--- src/rtl/reg_file_pkg.sv ---
// Shared definitions for the register file / write-back scoreboard slice.
package reg_file_pkg;

   function automatic int unsigned clog2(input int unsigned v);
      int unsigned r;
      r = 0;
      for (int unsigned p = 1; p < v; p = p << 1) r++;
      return r;
   endfunction

   localparam int unsigned AW       = clog2(16);
   localparam int unsigned CNT_W    = clog2(3 + 1);
   localparam int unsigned PC_REG   = 15;

   typedef logic [AW-1:0] reg_addr_t;

   typedef enum logic [1:0] {
      CNT_HOLD,
      CNT_INC,
      CNT_DEC,
      CNT_CLR
   } cnt_op_e;

endpackage

--- src/rtl/reg_file_sb_if.sv ---
// ID-stage register file bus: read ports, issue tracking and write-back.
interface reg_file_sb_if #(
   parameter int unsigned DATA_W   = 32,
   parameter int unsigned NUM_REGS = 16,
   parameter int unsigned NUM_RD   = 2
);
   localparam int unsigned AW = reg_file_pkg::clog2(NUM_REGS);

   logic [NUM_RD*AW-1:0]     rd_addr;
   logic [NUM_RD-1:0]        rd_use;
   logic [NUM_RD*DATA_W-1:0] rd_data;
   logic [NUM_RD-1:0]        hazard;
   logic                     issue_en;
   logic [AW-1:0]            issue_dest;
   logic                     freeze;
   logic                     flush;
   logic                     wb_en;
   logic [AW-1:0]            wb_dest;
   logic [DATA_W-1:0]        wb_data;
   logic [NUM_REGS-1:0]      busy_mask;
   logic                     sb_err;

   modport master (
      output rd_addr, rd_use, issue_en, issue_dest, freeze, flush,
             wb_en, wb_dest, wb_data,
      input  rd_data, hazard, busy_mask, sb_err
   );

   modport slave (
      input  rd_addr, rd_use, issue_en, issue_dest, freeze, flush,
             wb_en, wb_dest, wb_data,
      output rd_data, hazard, busy_mask, sb_err
   );
endinterface

--- src/rtl/reg_file_sb_counter.sv ---
// Saturating pending-write counter for one register; err flags an over/underflow attempt.
module sb_counter
   import reg_file_pkg::*;
#(
   parameter int unsigned MAX_PEND = 3,
   parameter int unsigned CNT_W    = 2
) (
   input  logic             clk,
   input  logic             rst,
   input  logic             clr_i,
   input  logic             inc_i,
   input  logic             dec_i,
   output logic [CNT_W-1:0] cnt_o,
   output logic             err_o
);
   logic [CNT_W-1:0] cnt_q, cnt_d;
   cnt_op_e          op;
   logic             err;

   // Flush wins over everything, including that cycle's write-back decrement.
   always_comb begin
      op = CNT_HOLD;
      if (clr_i)                op = CNT_CLR;
      else if (inc_i && !dec_i) op = CNT_INC;
      else if (dec_i && !inc_i) op = CNT_DEC;
   end

   always_comb begin
      cnt_d = cnt_q;
      err   = 1'b0;
      case (op)
         CNT_CLR: cnt_d = '0;
         CNT_INC: begin
            if (cnt_q == CNT_W'(MAX_PEND)) err = 1'b1;
            else                           cnt_d = cnt_q + CNT_W'(1);
         end
         CNT_DEC: begin
            if (cnt_q == '0) err = 1'b1;
            else             cnt_d = cnt_q - CNT_W'(1);
         end
         default: ;
      endcase
   end

   always_ff @(posedge clk) begin
      if (!rst) cnt_q <= '0;
      else      cnt_q <= cnt_d;
   end

   assign cnt_o = cnt_q;
   assign err_o = err;
endmodule

--- src/rtl/reg_file_sb.sv ---
// Register file with integrated write-back scoreboard for the ID stage.
// Optional WB_BYPASS_EN: write-through of same-cycle write-back data and hazard masking.
module reg_file_sb
   import reg_file_pkg::*;
#(
   parameter int unsigned DATA_W   = 32,
   parameter int unsigned NUM_REGS = 16,
   parameter int unsigned NUM_RD   = 2,
   parameter int unsigned MAX_PEND = 3
) (
   input  logic         clk,
   input  logic         rst,
   reg_file_sb_if.slave bus
);
   localparam int unsigned RAW   = clog2(NUM_REGS);
   localparam int unsigned RCW   = clog2(MAX_PEND + 1);

   logic [DATA_W-1:0]        regs_q [NUM_REGS];
   logic [RCW-1:0]           pend   [NUM_REGS];
   logic [NUM_REGS-1:0]      inc_v, dec_v, err_v, busy_c;
   logic [NUM_RD*DATA_W-1:0] rd_data_c;
   logic [NUM_RD-1:0]        hazard_c;
   logic                     iss;
   logic                     sb_err_q, sb_err_d;

   assign iss = bus.issue_en && !bus.freeze && !bus.flush;

   always_ff @(posedge clk) begin
      if (!rst) begin
         for (int unsigned r = 0; r < NUM_REGS; r++) regs_q[r] <= '0;
      end else if (bus.wb_en) begin
         regs_q[bus.wb_dest] <= bus.wb_data;
      end
   end

   for (genvar g = 0; g < NUM_REGS; g++) begin : g_cnt
      assign inc_v[g]  = iss && (bus.issue_dest == RAW'(g));
      assign dec_v[g]  = bus.wb_en && (bus.wb_dest == RAW'(g));
      assign busy_c[g] = (pend[g] != '0);

      sb_counter #(
         .MAX_PEND (MAX_PEND),
         .CNT_W    (RCW)
      ) u_cnt (
         .clk   (clk),
         .rst   (rst),
         .clr_i (bus.flush),
         .inc_i (inc_v[g]),
         .dec_i (dec_v[g]),
         .cnt_o (pend[g]),
         .err_o (err_v[g])
      );
   end

   assign sb_err_d = sb_err_q || (|err_v);

   always_ff @(posedge clk) begin
      if (!rst) sb_err_q <= 1'b0;
      else      sb_err_q <= sb_err_d;
   end

   for (genvar i = 0; i < NUM_RD; i++) begin : g_rd
      logic [RAW-1:0] a;
      logic           pend_nz;
      assign a       = bus.rd_addr[i*RAW +: RAW];
      assign pend_nz = (pend[a] != '0);
`ifdef WB_BYPASS_EN
      // The last owed write landing this cycle resolves the hazard through the forward path.
      logic wb_hit;
      assign wb_hit = bus.wb_en && (bus.wb_dest == a);
      assign rd_data_c[i*DATA_W +: DATA_W] = wb_hit ? bus.wb_data : regs_q[a];
      assign hazard_c[i] = bus.rd_use[i] && pend_nz &&
                           !(wb_hit && (pend[a] == RCW'(1)));
`else
      assign rd_data_c[i*DATA_W +: DATA_W] = regs_q[a];
      assign hazard_c[i] = bus.rd_use[i] && pend_nz;
`endif
   end

   assign bus.rd_data   = rd_data_c;
   assign bus.hazard    = hazard_c;
   assign bus.busy_mask = busy_c;
   assign bus.sb_err    = sb_err_q;
endmodule

--- src/flat_wrapper.sv ---
// flat-port wrapper written by rule: the top's interface ports become plain ports
module reg_file_sb_flat import reg_file_pkg::*;
#(
   parameter int unsigned DATA_W   = 32,
   parameter int unsigned NUM_REGS = 16,
   parameter int unsigned NUM_RD   = 2,
   parameter int unsigned MAX_PEND = 3
)
  (clk, rst, bus_rd_addr, bus_rd_use, bus_issue_en, bus_issue_dest, bus_freeze, bus_flush, bus_wb_en, bus_wb_dest, bus_wb_data, bus_rd_data, bus_hazard, bus_busy_mask, bus_sb_err);
  reg_file_sb_if #(.DATA_W(DATA_W), .NUM_REGS(NUM_REGS), .NUM_RD(NUM_RD)) bus_i ();
  input  logic clk;
  input  logic rst;
  input wire logic [$bits(bus_i.rd_addr)-1:0] bus_rd_addr;
  input wire logic [$bits(bus_i.rd_use)-1:0] bus_rd_use;
  input wire logic [$bits(bus_i.issue_en)-1:0] bus_issue_en;
  input wire logic [$bits(bus_i.issue_dest)-1:0] bus_issue_dest;
  input wire logic [$bits(bus_i.freeze)-1:0] bus_freeze;
  input wire logic [$bits(bus_i.flush)-1:0] bus_flush;
  input wire logic [$bits(bus_i.wb_en)-1:0] bus_wb_en;
  input wire logic [$bits(bus_i.wb_dest)-1:0] bus_wb_dest;
  input wire logic [$bits(bus_i.wb_data)-1:0] bus_wb_data;
  output wire logic [$bits(bus_i.rd_data)-1:0] bus_rd_data;
  output wire logic [$bits(bus_i.hazard)-1:0] bus_hazard;
  output wire logic [$bits(bus_i.busy_mask)-1:0] bus_busy_mask;
  output wire logic [$bits(bus_i.sb_err)-1:0] bus_sb_err;
  assign bus_i.rd_addr = bus_rd_addr;
  assign bus_i.rd_use = bus_rd_use;
  assign bus_i.issue_en = bus_issue_en;
  assign bus_i.issue_dest = bus_issue_dest;
  assign bus_i.freeze = bus_freeze;
  assign bus_i.flush = bus_flush;
  assign bus_i.wb_en = bus_wb_en;
  assign bus_i.wb_dest = bus_wb_dest;
  assign bus_i.wb_data = bus_wb_data;
  assign bus_rd_data = bus_i.rd_data;
  assign bus_hazard = bus_i.hazard;
  assign bus_busy_mask = bus_i.busy_mask;
  assign bus_sb_err = bus_i.sb_err;
  reg_file_sb #(.DATA_W(DATA_W), .NUM_REGS(NUM_REGS), .NUM_RD(NUM_RD), .MAX_PEND(MAX_PEND)) u_core (.clk(clk), .rst(rst), .bus(bus_i));
endmodule
--- config.mk ---
export PLATFORM = sky130hd
export DESIGN_NAME = reg_file_sb_flat
export DESIGN_NICKNAME = d
export VERILOG_FILES = /design/src/rtl/reg_file_pkg.sv /design/src/rtl/reg_file_sb_if.sv /design/src/rtl/reg_file_sb_counter.sv /design/src/rtl/reg_file_sb.sv /design/src/flat_wrapper.sv
export SDC_FILE = /design/constraint.sdc
export NUM_CORES = 1
export LEC_CHECK = 0
export ABC_CLOCK_PERIOD_IN_PS = 10500
export CORE_MARGIN = 10
export CORE_UTILIZATION = 35
export CTS_CLUSTER_SIZE = 16
export DETAILED_ROUTE_END_ITERATION = 7
export GPL_TIMING_DRIVEN = 0
export PLACE_DENSITY = 0.56
export SYNTH_ARGS = -nofsm -noshare
export SYNTH_HDL_FRONTEND = slang
export SYNTH_SLANG_ARGS = --single-unit
--- constraint.sdc ---
create_clock -name clk -period 10.5 [get_ports clk]
set_clock_uncertainty 0.15 [all_clocks]
set_input_delay 2.1 -clock clk [delete_from_list [all_inputs] [get_ports clk]]
set_output_delay 2.1 -clock clk [all_outputs]
set_load 0.05 [all_outputs]
==> impl_summary.log, run 1 <==
INFO  metric die_w = 315 µm
INFO  metric regToRegEndpoint = u_core.g_cnt[11].u_cnt.cnt_o[1]
INFO  metric final_nets = 2310
INFO  metric worst-slew-pin-transition = 1310 ps
INFO  metric worst_ir_drop_on_vdd = 0.000152 V
INFO  metric wl = 96600 µm
INFO  metric root_buffer_master = sky130_fd_sc_hd__clkbuf_16
INFO  metric slowest_delay = 920 ps
INFO  metric clk_pin_slew_worst_paths = 60 ps
INFO  metric num_vias = 18900
INFO  metric grt_start_max_net_pins = 28
INFO  metric cp_slowest_cell = sky130_fd_sc_hd__buf_1
INFO  metric critical_path_buffer_and_inverter_count = 3
INFO  metric async_flop_share = 0
INFO  metric count_of_fill_cells_added_during_filler_insertion = 7932
INFO  metric synth_top_family_by_area = multiplexers
INFO  metric clock_power_share = 0.358
INFO  metric post_cts_resized = 0
INFO  metric status = finished, final reports clean
INFO  metric ys.warnings.count = 0
INFO  metric synth_compound_gate_area_share = 0.0205
INFO  metric initial_core_util = 0.351
INFO  metric critPathMaxFanout = 10
INFO  metric cts_max_path_buffers = 3
INFO  metric synth_fp_nets = 2109
INFO  metric totalPowerFinal = 5.64 mW
INFO  metric core-area = 86500 µm²
INFO  metric setup.worst_path.end_class = output pin
INFO  metric groute.layer.met1.usage = 0.250
INFO  metric timing.critical_path.required = 8250 ps
INFO  metric fmax = 0.132 GHz
INFO  metric report.final.slew_viol_count = 0
INFO  metric synthesis.area_per_instance = 15.2 µm²
INFO  metric hold_path_startpoint = u_core.g_cnt[10].u_cnt.cnt_o[0]
INFO  metric kind_of_cell_with_the_highest_combined_delay_on_the_critical_path = buffers and inverters
INFO  metric path_depth = 5
INFO  metric synth_mux_area_frac = 0.250
INFO  metric drv_cap = 0
INFO  metric wl_per_cell = 28.4 µm
INFO  metric area_growth_syn_to_layout = 16.3%
INFO  metric grt_use_total = 0.194
INFO  metric worstPathCellList = clkbuf_1 > buf_1 > mux4_2 > mux4_2 > clkdlybuf4s50_1
INFO  metric synthDistinctLibCells = 41
INFO  metric dr.pass1.iters = 7
INFO  metric timing.final.setup_violations = 0
INFO  metric hold_path_end = u_core.g_cnt[10].u_cnt.cnt_o[0]
INFO  metric viasPerCell = 5.55
INFO  metric cellInternalPower = 4.07 mW
INFO  metric period_share = 0.722
INFO  metric launching_point_of_the_worst_reg2reg_path = u_core.g_cnt[11].u_cnt.cnt_o[0]
INFO  metric clock_tree_from_tritoncts = done
INFO  metric ff_to_ff_path_depth = 5
INFO  metric power.net_switching = 1.57 mW
INFO  metric cts_setup_buffers = 0
INFO  metric top_level_ports = 139
INFO  metric setup.worst_path.start_class = input port
INFO  metric ctsHtreeMaxLevel = 2
INFO  metric post_synth_and_or_nand_nor_area_fraction = 0.146
INFO  metric row_count = 108
INFO  metric synth_area = 30400 µm²
INFO  metric rsz_0062_raised_after_global_routing = no
INFO  metric hold_path_depth = 2
INFO  metric worst_skew_pair.late_latency = 630 ps
INFO  metric dieArea = 99000 µm²
INFO  metric port_buffers = 124
INFO  metric hpwlAfterDp = 68700 µm
INFO  metric seq_area_frac_synth = 0.528
INFO  metric numCtsBuffers = 58
INFO  metric ant_nets = 0
INFO  metric timing.critical_path.mode_cell = sky130_fd_sc_hd__mux4_2
INFO  metric share_of_total_power_in_combinational_logic = 0.185
INFO  metric fin_worst_hold_slack = 434 ps
INFO  metric global_route_wire_length_before_repair = 139000 µm
INFO  metric antenna_violations_before_repair = 4
INFO  metric seq_power_share = 0.457
INFO  metric gpl.final_weighted_congestion = 0.890
INFO  metric detail_route.iter0.violations = 1988
INFO  metric adder_and_majority_cell_fraction_of_the_synthesized_area = 0.0198
INFO  metric power_density = 160 nW/µm²
INFO  metric cts_hold_buffers = 0
INFO  metric power.share.switching = 0.278
INFO  metric grtUsageMet2 = 0.333
INFO  metric timing.setup.critical_path_class = in -> out
INFO  metric grt_busiest_layer = met2
INFO  metric slew-limit-headroom = 0.126
INFO  metric cp_data_arrival_time = 5330 ps
INFO  metric leakage = 12.2 nW
INFO  metric synthFlopType = sky130_fd_sc_hd__edfxtp_1
INFO  metric final_tns_setup = 0 ps
INFO  metric chip_height = 315 µm
INFO  metric timing_hold_violations_final = 0
INFO  metric detail_route.drc_violations = 0
INFO  metric gr-total-overflow = 0
INFO  metric postSynthRegisterBits = 545
INFO  metric finalWorstPathRequiredPeriod = 7580 ps
INFO  metric count_of_flip_flops_with_a_built_in_enable_after_synthesis = 512
INFO  metric min-delay-path-class = reg -> reg
INFO  metric met3_usage = 0.0330
INFO  metric cts_sinks = 545
INFO  metric setup.reg_to_reg.worst_slack = 8750 ps
INFO  metric synth-xor-area-share = 0.00461
INFO  metric post_route_cells_drive_above_1_share = 0.222
INFO  metric synth_cells = 2005
INFO  metric grt_pass1_vias = 19900
## cell type report
class | count | area, µm² | area share
Timing Repair Buffer | 141 | 1620 | 0.0458
Antenna cell | 1 | 2.50 | 0.0000708
Clock inverter | 36 | 285 | 0.00807
Sequential cell | 545 | 16000 | 0.454
Tap cell | 1155 | 1450 | 0.0409
Inverter | 42 | 158 | 0.00446
Buffer | 172 | 811 | 0.0229
Multi-Input combinational cell | 1246 | 13500 | 0.381
Clock buffer | 69 | 1520 | 0.0431
## sequential cells by signal (all words and copies together), names as in the netlist
register and cells:
u_core.g_cnt.u_cnt.cnt_o 32, u_core.regs_q 512, u_core.bus.sb_err 1
## Yosys cell counts (19+ instances only)
cell type	count	share of area
sky130_fd_sc_hd__and2_1	512	0.11
sky130_fd_sc_hd__edfxtp_1	512	0.51
sky130_fd_sc_hd__mux4_2	330	0.24
sky130_fd_sc_hd__clkbuf_1	118	0.015
sky130_fd_sc_hd__nor2_1	73	0.0090
sky130_fd_sc_hd__ha_1	48	0.020
sky130_fd_sc_hd__inv_1	42	0.0052
sky130_fd_sc_hd__nand2_1	36	0.0044
sky130_fd_sc_hd__nor2b_1	34	0.0070
sky130_fd_sc_hd__dfxtp_1	33	0.022
sky130_fd_sc_hd__buf_2	21	0.0035
sky130_fd_sc_hd__nand2b_1	19	0.0039
## placed cells by master, fill, tap and decap left out, types with 4 or more instances in the layout
cell type                         netlist  routed
sky130_fd_sc_hd__nand2_1               36      25
sky130_fd_sc_hd__nand2_2                0      11
sky130_fd_sc_hd__nand2b_1              19      18
sky130_fd_sc_hd__o21a_1                16      16
sky130_fd_sc_hd__nor2_1                73      73
sky130_fd_sc_hd__buf_1                  8       8
sky130_fd_sc_hd__bufinv_16              0       4
sky130_fd_sc_hd__buf_6                 12      12
sky130_fd_sc_hd__a21boi_0              17      17
sky130_fd_sc_hd__and2_1               512     512
sky130_fd_sc_hd__or2_2                  9       9
sky130_fd_sc_hd__clkdlybuf4s50_1        0     124
sky130_fd_sc_hd__o22ai_1                7       7
sky130_fd_sc_hd__o21ai_4                0       4
sky130_fd_sc_hd__nor2b_1               34      34
sky130_fd_sc_hd__ha_1                  48      48
sky130_fd_sc_hd__mux2i_1               16      16
sky130_fd_sc_hd__buf_12                 0      12
sky130_fd_sc_hd__a21o_1                14      14
sky130_fd_sc_hd__nor3b_1                4       4
sky130_fd_sc_hd__inv_1                 42      42
sky130_fd_sc_hd__dfxtp_1               33      33
sky130_fd_sc_hd__nand3_1                9       9
sky130_fd_sc_hd__a21oi_1               17      17
sky130_fd_sc_hd__buf_2                 21      21
sky130_fd_sc_hd__clkinv_2               0      12
sky130_fd_sc_hd__mux4_2               330     330
sky130_fd_sc_hd__a31oi_1                5       5
sky130_fd_sc_hd__nor4b_1               16      16
sky130_fd_sc_hd__buf_16                 0       5
sky130_fd_sc_hd__clkbuf_16              0      59
sky130_fd_sc_hd__clkbuf_1             118     127
sky130_fd_sc_hd__clkinv_1               0      16
sky130_fd_sc_hd__edfxtp_1             512     512
sky130_fd_sc_hd__xnor2_1               16      16
sky130_fd_sc_hd__o21bai_1               6       6
sky130_fd_sc_hd__nor3_1                 9       9
sky130_fd_sc_hd__buf_4                 13      13
sky130_fd_sc_hd__and3_1                15      15
## tightest hold or removal path: stages, from the launching register on
cell and delay, ps:
sky130_fd_sc_hd__dfxtp_1 340, sky130_fd_sc_hd__mux2i_1 130, sky130_fd_sc_hd__nor2b_1 60
## through the flow
step | area (µm²) | setup slack (ps) | cells | util
CTS | 35300 | 3030 | 3406 | 0.409
global route | 35300 | 2870 | 3406 | 0.409
global placement | 33100 | 727 | 3284 | 0.382
floorplan | 30400 | 4160 | 2005 | -
finish | 35300 | 2920 | 3407 | 0.409
detailed placement | 33500 | 3030 | 3301 | 0.388
## power by group through the flow
stage / logic, mW / clock network, mW / registers, mW
floorplan: 0.678 / 0 / 2.60
global placement: 1.02 / 0 / 2.62
detailed placement: 1.05 / 0 / 2.62
CTS: 1.06 / 2.04 / 2.58
global route: 1.10 / 2.13 / 2.60
finish: 1.04 / 2.02 / 2.58
## layer usage
layer / vias to the layer above / routed length (µm)
met4: 2 / 2690
met1: 9917 / 38600
met2: 790 / 48400
met5: - / 17
li1: 8051 / -
met3: 140 / 6970
## kinds of logic (layout without fill, tap and decap cells)
kind of cell               Yosys count  count (layout)
AOI/OAI and AO/OA                   91              91
xor gates and xnor gates            16              16
adders and majority gates           48              48
buffers and inverters              214             460
DFF                                545             545
muxes                              346             346
other                                0               1
and+or+nand+nor                    745             745
## how the worst max path moves through the flow
stage | start | endpoint | slack (ps)
floorplan | bus_rd_addr[2] | bus_hazard[0] | 4160
global placement | bus_wb_en | u_core.regs_q[11][16] | 730
detailed placement | bus_rd_addr[1] | bus_rd_data[31] | 3030
CTS | bus_rd_addr[1] | bus_rd_data[31] | 3030
global route | bus_rd_addr[1] | bus_rd_data[21] | 2870
finish | bus_rd_addr[1] | bus_rd_data[21] | 2920
Note: power is estimated with default switching activity, not from simulation.
==> run 2: changes to the inputs <==
--- a/config.mk
+++ b/config.mk
@@ -5,13 +5,13 @@
 export SDC_FILE = /design/constraint.sdc
 export NUM_CORES = 1
 export LEC_CHECK = 0
-export ABC_CLOCK_PERIOD_IN_PS = 10500
+export ABC_CLOCK_PERIOD_IN_PS = 6800
 export CORE_MARGIN = 10
 export CORE_UTILIZATION = 35
 export CTS_CLUSTER_SIZE = 16
 export DETAILED_ROUTE_END_ITERATION = 7
 export GPL_TIMING_DRIVEN = 0
-export PLACE_DENSITY = 0.56
+export PLACE_DENSITY = 0.58
 export SYNTH_ARGS = -nofsm -noshare
 export SYNTH_HDL_FRONTEND = slang
 export SYNTH_SLANG_ARGS = --single-unit
==> constraint.sdc (replaced) <==
create_clock -name clk -period 6.8 [get_ports clk]
set_clock_uncertainty 0.15 [all_clocks]
set_input_delay 1.36 -clock clk [delete_from_list [all_inputs] [get_ports clk]]
set_output_delay 1.36 -clock clk [all_outputs]
set_load 0.05 [all_outputs]
==> run 2 against run 1 <==
Clock power rose by 52%. Flip-flop and latch count unchanged. Critical path depth did not move. Count of clock-buffer cells in the layout up 6. Worst setup slack worse by 2100 ps. First-iteration DRC count grew 4.6%.
==> impl_summary.log, run 2 (same netlist as run 1, synthesis figures left out) <==
INFO  metric timing.final.setup_violations = 0 (unchanged)
INFO  metric cts_sinks = 545 (unchanged)
INFO  metric grt_start_max_net_pins = 27 (was 28)
INFO  metric cp_data_arrival_time = 4480 ps (was 5330 ps)
INFO  metric dieArea = 99000 µm² (unchanged)
INFO  metric slew-limit-headroom = 0.167 (was 0.126)
INFO  metric placed_cell_area = 33600 µm² (was 33500 µm²)
INFO  metric leakage = 12.2 nW (about the same)
INFO  metric worst-slew-pin-transition = 1250 ps (was 1310 ps)
INFO  metric critPathMaxFanout = 10 (unchanged)
INFO  metric stdcell_area = 35400 µm² (was 35300 µm²)
INFO  metric clk_pin_slew_worst_paths = 60 ps (about the same)
INFO  metric cts_setup_buffers = 0 (unchanged)
INFO  metric row_count = 108 (unchanged)
INFO  metric dr.pass1.iters = 5 (was 7)
INFO  metric root_buffer_master = sky130_fd_sc_hd__clkbuf_16 (unchanged)
INFO  metric port_buffers = 124 (unchanged)
INFO  metric numCtsBuffers = 57 (was 58)
INFO  metric detail_route.drc_violations = 0 (unchanged)
INFO  metric min-delay-path-class = reg -> reg (unchanged)
INFO  metric viasPerCell = 5.61 (was 5.55)
INFO  metric final_core_utilization = 0.409 (about the same)
INFO  metric timing.setup.critical_path_class = in -> out (unchanged)
INFO  metric worst_skew_pair.late_latency = 630 ps (about the same)
INFO  metric die_w = 315 µm (unchanged)
INFO  metric gr-total-overflow = 0 (unchanged)
INFO  metric wl_per_cell = 28.2 µm (was 28.4 µm)
INFO  metric cts_hold_buffers = 0 (unchanged)
INFO  metric grt_use_total = 0.193 (was 0.194)
INFO  metric status = finished, final reports clean (unchanged)
INFO  metric cts_max_path_buffers = 3 (unchanged)
INFO  metric grt_pass1_vias = 20300 (was 19900)
INFO  metric top_level_ports = 139 (unchanged)
INFO  metric finalWorstPathRequiredPeriod = 5990 ps
INFO  metric post_cts_resized = 0 (unchanged)
INFO  metric ant_nets = 0 (unchanged)
INFO  metric global_route_wire_length_before_repair = 140000 µm (was 139000 µm)
INFO  metric final_cell_mix = 512 x sky130_fd_sc_hd__and2_1, 512 x sky130_fd_sc_hd__edfxtp_1, 330 x sky130_fd_sc_hd__mux4_2, 131 x sky130_fd_sc_hd__clkbuf_1, 124 x sky130_fd_sc_hd__clkdlybuf4s50_1 (was 512 x sky130_fd_sc_hd__and2_1, 512 x sky130_fd_sc_hd__edfxtp_1, 330 x sky130_fd_sc_hd__mux4_2, 127 x sky130_fd_sc_hd__clkbuf_1, 124 x sky130_fd_sc_hd__clkdlybuf4s50_1)
INFO  metric setup.worst_path.start_class = input port (unchanged)
INFO  metric hpwlAfterDp = 68900 µm (was 68700 µm)
INFO  metric clock_tree_from_tritoncts = done (unchanged)
INFO  metric detail_route.iter0.violations = 2080 (was 1988)
INFO  metric rsz_0062_raised_after_global_routing = no (unchanged)
INFO  metric post_route_cells_drive_above_1_share = 0.221 (was 0.222)
INFO  metric setup.worst_path.end_class = output pin (unchanged)
INFO  metric wl = 96000 µm (was 96600 µm)
INFO  metric ctsHtreeMaxLevel = 2 (unchanged)
INFO  metric count_of_fill_cells_added_during_filler_insertion = 7955 (was 7932)
INFO  metric area_growth_syn_to_layout = 16.4% (was 16.3%)
INFO  metric report.final.slew_viol_count = 0 (unchanged)
INFO  metric timing_hold_violations_final = 0 (unchanged)
INFO  metric core-area = 86500 µm² (unchanged)
INFO  metric fmax = 0.167 GHz
INFO  metric period_share = 0.880
INFO  metric timing.critical_path.required = 5290 ps (was 8250 ps)
INFO  metric final_nets = 2311 (was 2310)
INFO  metric gpl.final_weighted_congestion = 0.834 (was 0.890)
INFO  metric num_vias = 19100 (was 18900)
INFO  metric power_density = 245 nW/µm² (was 160 nW/µm²)
INFO  metric totalPowerFinal = 8.66 mW (was 5.64 mW)
INFO  metric drv_cap = 0 (unchanged)
INFO  metric largest_reg_flops = 512 (unchanged)
INFO  metric worst_ir_drop_on_vdd = 0.000195 V (was 0.000152 V)
INFO  metric antenna_violations_before_repair = 3 (was 4)
INFO  metric initial_core_util = 0.351 (unchanged)
INFO  metric largest-register = u_core.regs_q (unchanged)
INFO  metric chip_height = 315 µm (unchanged)
-- run 2: worst paths after layout --
kind,startpoint,to,slack [ps],cells past startpoint
worst max register to register,u_core.g_cnt[15].u_cnt.cnt_o[0],u_core.g_cnt[15].u_cnt.cnt_o[1],5040,5
worst min register to register,u_core.g_cnt[11].u_cnt.cnt_o[0],u_core.g_cnt[11].u_cnt.cnt_o[0],430,2
worst max-delay path,bus_rd_addr[5],bus_rd_data[53],810,5
worst min-delay path,u_core.g_cnt[11].u_cnt.cnt_o[0],u_core.g_cnt[11].u_cnt.cnt_o[0],430,2
-- run 2: where the power goes --
part	internal [mW]	total [mW]	switching [mW]
clock	1.71	3.07	1.35
combinational	0.675	1.62	0.940
sequential	3.88	3.98	0.107
total	6.27	8.66	2.40
-- run 2: layout make-up --
type | count | area [µm²] | share of cell area
diodes | 1 | 2.50 | 0.0000708
plain buffers | 172 | 811 | 0.0229
clock buffers | 75 | 1560 | 0.0440
clock inverters | 29 | 234 | 0.00662
inverters | 42 | 158 | 0.00446
multi-input cells | 1246 | 13500 | 0.381
flip-flops and latches | 545 | 16000 | 0.453
well taps | 1155 | 1450 | 0.0409
repair buffers | 143 | 1670 | 0.0471
-- run 2: stage by stage --
| stage | hold WS, ps | worst slack (ps) | instances | setup TNS, ps |
|---|---|---|---|---|
| global placement | 405 | -2430 | 3284 | -288160 |
| global route | 450 | 754 | 3407 | 0 |
| CTS | 429 | 814 | 3407 | 0 |
| finish | 431 | 813 | 3408 | 0 |
| detailed placement | 421 | 800 | 3303 | 0 |
| floorplan | 390 | 1810 | 2005 | 0 |
-- run 2: worst max-delay path, stage by stage --
cell,delay [ps]
sky130_fd_sc_hd__clkbuf_1,530
sky130_fd_sc_hd__buf_1,830
sky130_fd_sc_hd__mux4_2,450
sky130_fd_sc_hd__mux4_2,550
sky130_fd_sc_hd__clkdlybuf4s50_1,740
-- run 2: per-layer routing --
layer | track usage | up-vias | part of all wire
met4 | 0.0663 | 0 | 0.034
met2 | 0.335 | 819 | 0.51
met5 | 0 | - | 0
met1 | 0.240 | 10100 | 0.38
met3 | 0.0344 | 189 | 0.076
li1 | - | 8043 | -
==> run 3: changes to the inputs <==
--- a/config.mk
+++ b/config.mk
@@ -12,6 +12,7 @@
 export DETAILED_ROUTE_END_ITERATION = 7
 export GPL_TIMING_DRIVEN = 0
 export PLACE_DENSITY = 0.58
+export REMOVE_ABC_BUFFERS = 1
 export SYNTH_ARGS = -nofsm -noshare
 export SYNTH_HDL_FRONTEND = slang
 export SYNTH_SLANG_ARGS = --single-unit
==> run 3 against run 2 <==
Clock power is 2% higher. Count of clock-buffer cells in the layout is 7 higher. Power is 0.48% higher. Flip-flop and latch count stayed put. Sequential power hardly changed. Non-clock buffer count is 126 lower. Via count is 0.89% lower. Critical path depth is 1 higher. Critical path type unchanged.
==> impl_summary.log, run 3 (same netlist as run 1, synthesis figures left out) <==
INFO  metric cts_max_path_buffers = 3 (unchanged)
INFO  metric area.sequential = 16000 µm² (unchanged)
INFO  metric hold_path_end = u_core.g_cnt[15].u_cnt.cnt_o[0] (was u_core.g_cnt[11].u_cnt.cnt_o[0])
INFO  metric final_cell_mix = 512 x sky130_fd_sc_hd__and2_1, 512 x sky130_fd_sc_hd__edfxtp_1, 330 x sky130_fd_sc_hd__mux4_2, 128 x sky130_fd_sc_hd__clkdlybuf4s50_1, 61 x sky130_fd_sc_hd__nor2_1 (was 512 x sky130_fd_sc_hd__and2_1, 512 x sky130_fd_sc_hd__edfxtp_1, 330 x sky130_fd_sc_hd__mux4_2, 131 x sky130_fd_sc_hd__clkbuf_1, 124 x sky130_fd_sc_hd__clkdlybuf4s50_1)
INFO  metric setup.worst_path.start_class = input port (unchanged)
INFO  metric grt_start_max_net_pins = 86 (was 27)
INFO  metric largest-register = u_core.regs_q (unchanged)
INFO  metric numCtsBuffers = 59 (was 57)
INFO  metric min-delay-path-class = reg -> reg (unchanged)
INFO  metric clock_tree_from_tritoncts = done (unchanged)
INFO  metric antenna_violations_before_repair = 15 (was 3)
INFO  metric worstPathCellList = buf_8 > buf_16 > buf_16 > mux4_2 > mux4_2 > clkdlybuf4s50_1 (was clkbuf_1 > buf_1 > mux4_2 > mux4_2 > clkdlybuf4s50_1)
INFO  metric setup.worst_path.end_class = output pin (unchanged)
INFO  metric viasPerCell = 5.76 (was 5.61)
INFO  metric timing.critical_path.required = 5290 ps (about the same)
INFO  metric slew-limit-headroom = 0.387 (was 0.167)
INFO  metric cp_data_arrival_time = 4570 ps (was 4480 ps)
INFO  metric totalPowerFinal = 8.70 mW (was 8.66 mW)
INFO  metric stdcell_area = 35500 µm² (was 35400 µm²)
INFO  metric worst-slew-pin-transition = 919 ps (was 1250 ps)
INFO  metric initial_core_util = 0.351 (unchanged)
INFO  metric fin_worst_hold_slack = 428 ps (was 431 ps)
INFO  metric post_cts_resized = 0 (unchanged)
INFO  metric finalWorstPathRequiredPeriod = 6080 ps (was 5990 ps)
INFO  metric detail_route.iter0.violations = 2403 (was 2080)
INFO  metric hold_path_depth = 2 (unchanged)
INFO  metric power_density = 245 nW/µm² (about the same)
INFO  metric largest_reg_flops = 512 (unchanged)
INFO  metric clock_power_share = 0.359 (was 0.354)
INFO  metric wl_per_cell = 29.5 µm (was 28.2 µm)
INFO  metric chip_height = 315 µm (unchanged)
INFO  metric top_level_ports = 139 (unchanged)
INFO  metric cp_slowest_cell = sky130_fd_sc_hd__clkdlybuf4s50_1 (was sky130_fd_sc_hd__buf_1)
INFO  metric clk_pin_slew_worst_paths = 50 ps (was 60 ps)
INFO  metric worst_ir_drop_on_vdd = 0.000181 V (was 0.000195 V)
INFO  metric period_share = 0.895 (was 0.880)
INFO  metric post_route_cells_drive_above_1_share = 0.240 (was 0.221)
INFO  metric count_of_fill_cells_added_during_filler_insertion = 7850 (was 7955)
INFO  metric slowest_delay = 830 ps (about the same)
INFO  metric gr-total-overflow = 0 (unchanged)
INFO  metric die_w = 315 µm (unchanged)
INFO  metric cellInternalPower = 6.29 mW (was 6.27 mW)
INFO  metric row_count = 108 (unchanged)
INFO  metric hpwlAfterDp = 57300 µm (was 68900 µm)
INFO  metric ant_nets = 0 (unchanged)
INFO  metric kind_of_cell_with_the_highest_combined_delay_on_the_critical_path = buffers and inverters (unchanged)
INFO  metric final_nets = 2187 (was 2311)
INFO  metric num_vias = 18900 (was 19100)
INFO  metric power.net_switching = 2.41 mW (was 2.40 mW)
INFO  metric cts_setup_buffers = 0 (unchanged)
INFO  metric port_buffers = 138 (was 124)
INFO  metric ff_to_ff_path_depth = 5 (unchanged)
INFO  metric drv_cap = 0 (unchanged)
INFO  metric cts_hold_buffers = 0 (unchanged)
INFO  metric setup.reg_to_reg.worst_slack = 4690 ps (was 5040 ps)
INFO  metric timing.setup.critical_path_class = in -> out (unchanged)
INFO  metric report.final.slew_viol_count = 0 (unchanged)
INFO  metric leakage = 12.3 nW (was 12.2 nW)
INFO  metric worst_skew_pair.late_latency = 630 ps (about the same)
INFO  metric fmax = 0.164 GHz (was 0.167 GHz)
INFO  metric critPathMaxFanout = 45 (was 10)
INFO  metric grt_pass1_vias = 20000 (was 20300)
INFO  metric timing.final.setup_violations = 0 (unchanged)
INFO  metric hold_path_startpoint = u_core.g_cnt[15].u_cnt.cnt_o[0] (was u_core.g_cnt[11].u_cnt.cnt_o[0])
INFO  metric detail_route.drc_violations = 0 (unchanged)
INFO  metric grt_use_total = 0.195 (was 0.193)
INFO  metric power.share.switching = 0.277 (about the same)
INFO  metric launching_point_of_the_worst_reg2reg_path = u_core.g_cnt[5].u_cnt.cnt_o[0] (was u_core.g_cnt[15].u_cnt.cnt_o[0])
INFO  metric root_buffer_master = sky130_fd_sc_hd__clkbuf_16 (unchanged)
INFO  metric dr.pass1.iters = 5 (unchanged)
INFO  metric placed_cell_area = 33700 µm² (was 33600 µm²)
INFO  metric final_core_utilization = 0.411 (was 0.409)
INFO  metric seq_power_share = 0.458 (was 0.460)
INFO  metric status = finished, final reports clean (unchanged)
INFO  metric gpl.final_weighted_congestion = 0.792 (was 0.834)
INFO  metric share_of_total_power_in_combinational_logic = 0.183 (was 0.186)
INFO  metric ctsHtreeMaxLevel = 2 (unchanged)
INFO  metric core-area = 86500 µm² (unchanged)
INFO  metric regToRegEndpoint = u_core.bus.sb_err (was u_core.g_cnt[15].u_cnt.cnt_o[1])
INFO  metric area_growth_syn_to_layout = 16.8% (was 16.4%)
INFO  metric area_of_combinational_cells_with_multiple_inputs = 13600 µm² (was 13500 µm²)
INFO  metric timing_hold_violations_final = 0 (unchanged)
INFO  metric cts_sinks = 545 (unchanged)
INFO  metric wl = 97100 µm (was 96000 µm)
INFO  metric rsz_0062_raised_after_global_routing = no (unchanged)
INFO  metric dieArea = 99000 µm² (unchanged)
INFO  metric global_route_wire_length_before_repair = 140000 µm (about the same)
INFO  metric critical_path_buffer_and_inverter_count = 4 (was 3)
==> run 3: how the worst max path moves through the flow <==
stage | startpoint | end | slack (ps) | depth (start not counted)
finish | bus_rd_addr[0] | bus_rd_data[11] | 720 | 6
global placement | bus_rd_addr[0] | bus_rd_data[4] | -7390 | 4
detailed placement | bus_rd_addr[0] | bus_rd_data[11] | 640 | 6
global route | bus_rd_addr[0] | bus_rd_data[11] | 490 | 6
CTS | bus_rd_addr[0] | bus_rd_data[11] | 620 | 6
floorplan | bus_wb_dest[2] | u_core.regs_q[10][0] | 2060 | 3
==> run 3: per-layer routing <==
layer,up-vias,wire length (µm),GRT usage
li1,7797,-,-
met1,9968,39100,0.263
met2,980,45100,0.306
met3,195,10000,0.0518
met4,6,2870,0.0588
met5,-,40,0
==> run 3: power groups by stage <==
stage	combinational, mW	sequential (mW)	clock (mW)
global placement	1.69	4.05	0
CTS	1.61	3.98	3.18
global route	1.67	4.01	3.31
finish	1.59	3.99	3.13
floorplan	0.930	4.02	0
detailed placement	1.60	4.06	0
==> run 3: cell type report <==
type	count	area share
flip-flops and latches	545	0.452
clock buffers	82	0.0460
repair buffers	189	0.0675
multi-input cells	1246	0.383
diodes	5	0.000352
clock inverters	25	0.00589
inverters	42	0.00444
well taps	1155	0.0407
==> run 3: through the flow <==
step	cells	setup TNS [ps]	setup slack, ps
floorplan	1833	0	2060
finish	3289	0	717
global placement	3126	-1343140	-7390
CTS	3284	0	622
global route	3287	0	493
detailed placement	3177	0	637
==> run 3: worst register-to-register path, stage by stage (launching register included) <==
cell and delay, ps:
sky130_fd_sc_hd__dfxtp_1 400, sky130_fd_sc_hd__nor2_1 160, sky130_fd_sc_hd__a21oi_1 280, sky130_fd_sc_hd__o22ai_1 170, sky130_fd_sc_hd__nor4_1 620, sky130_fd_sc_hd__a21boi_0 190
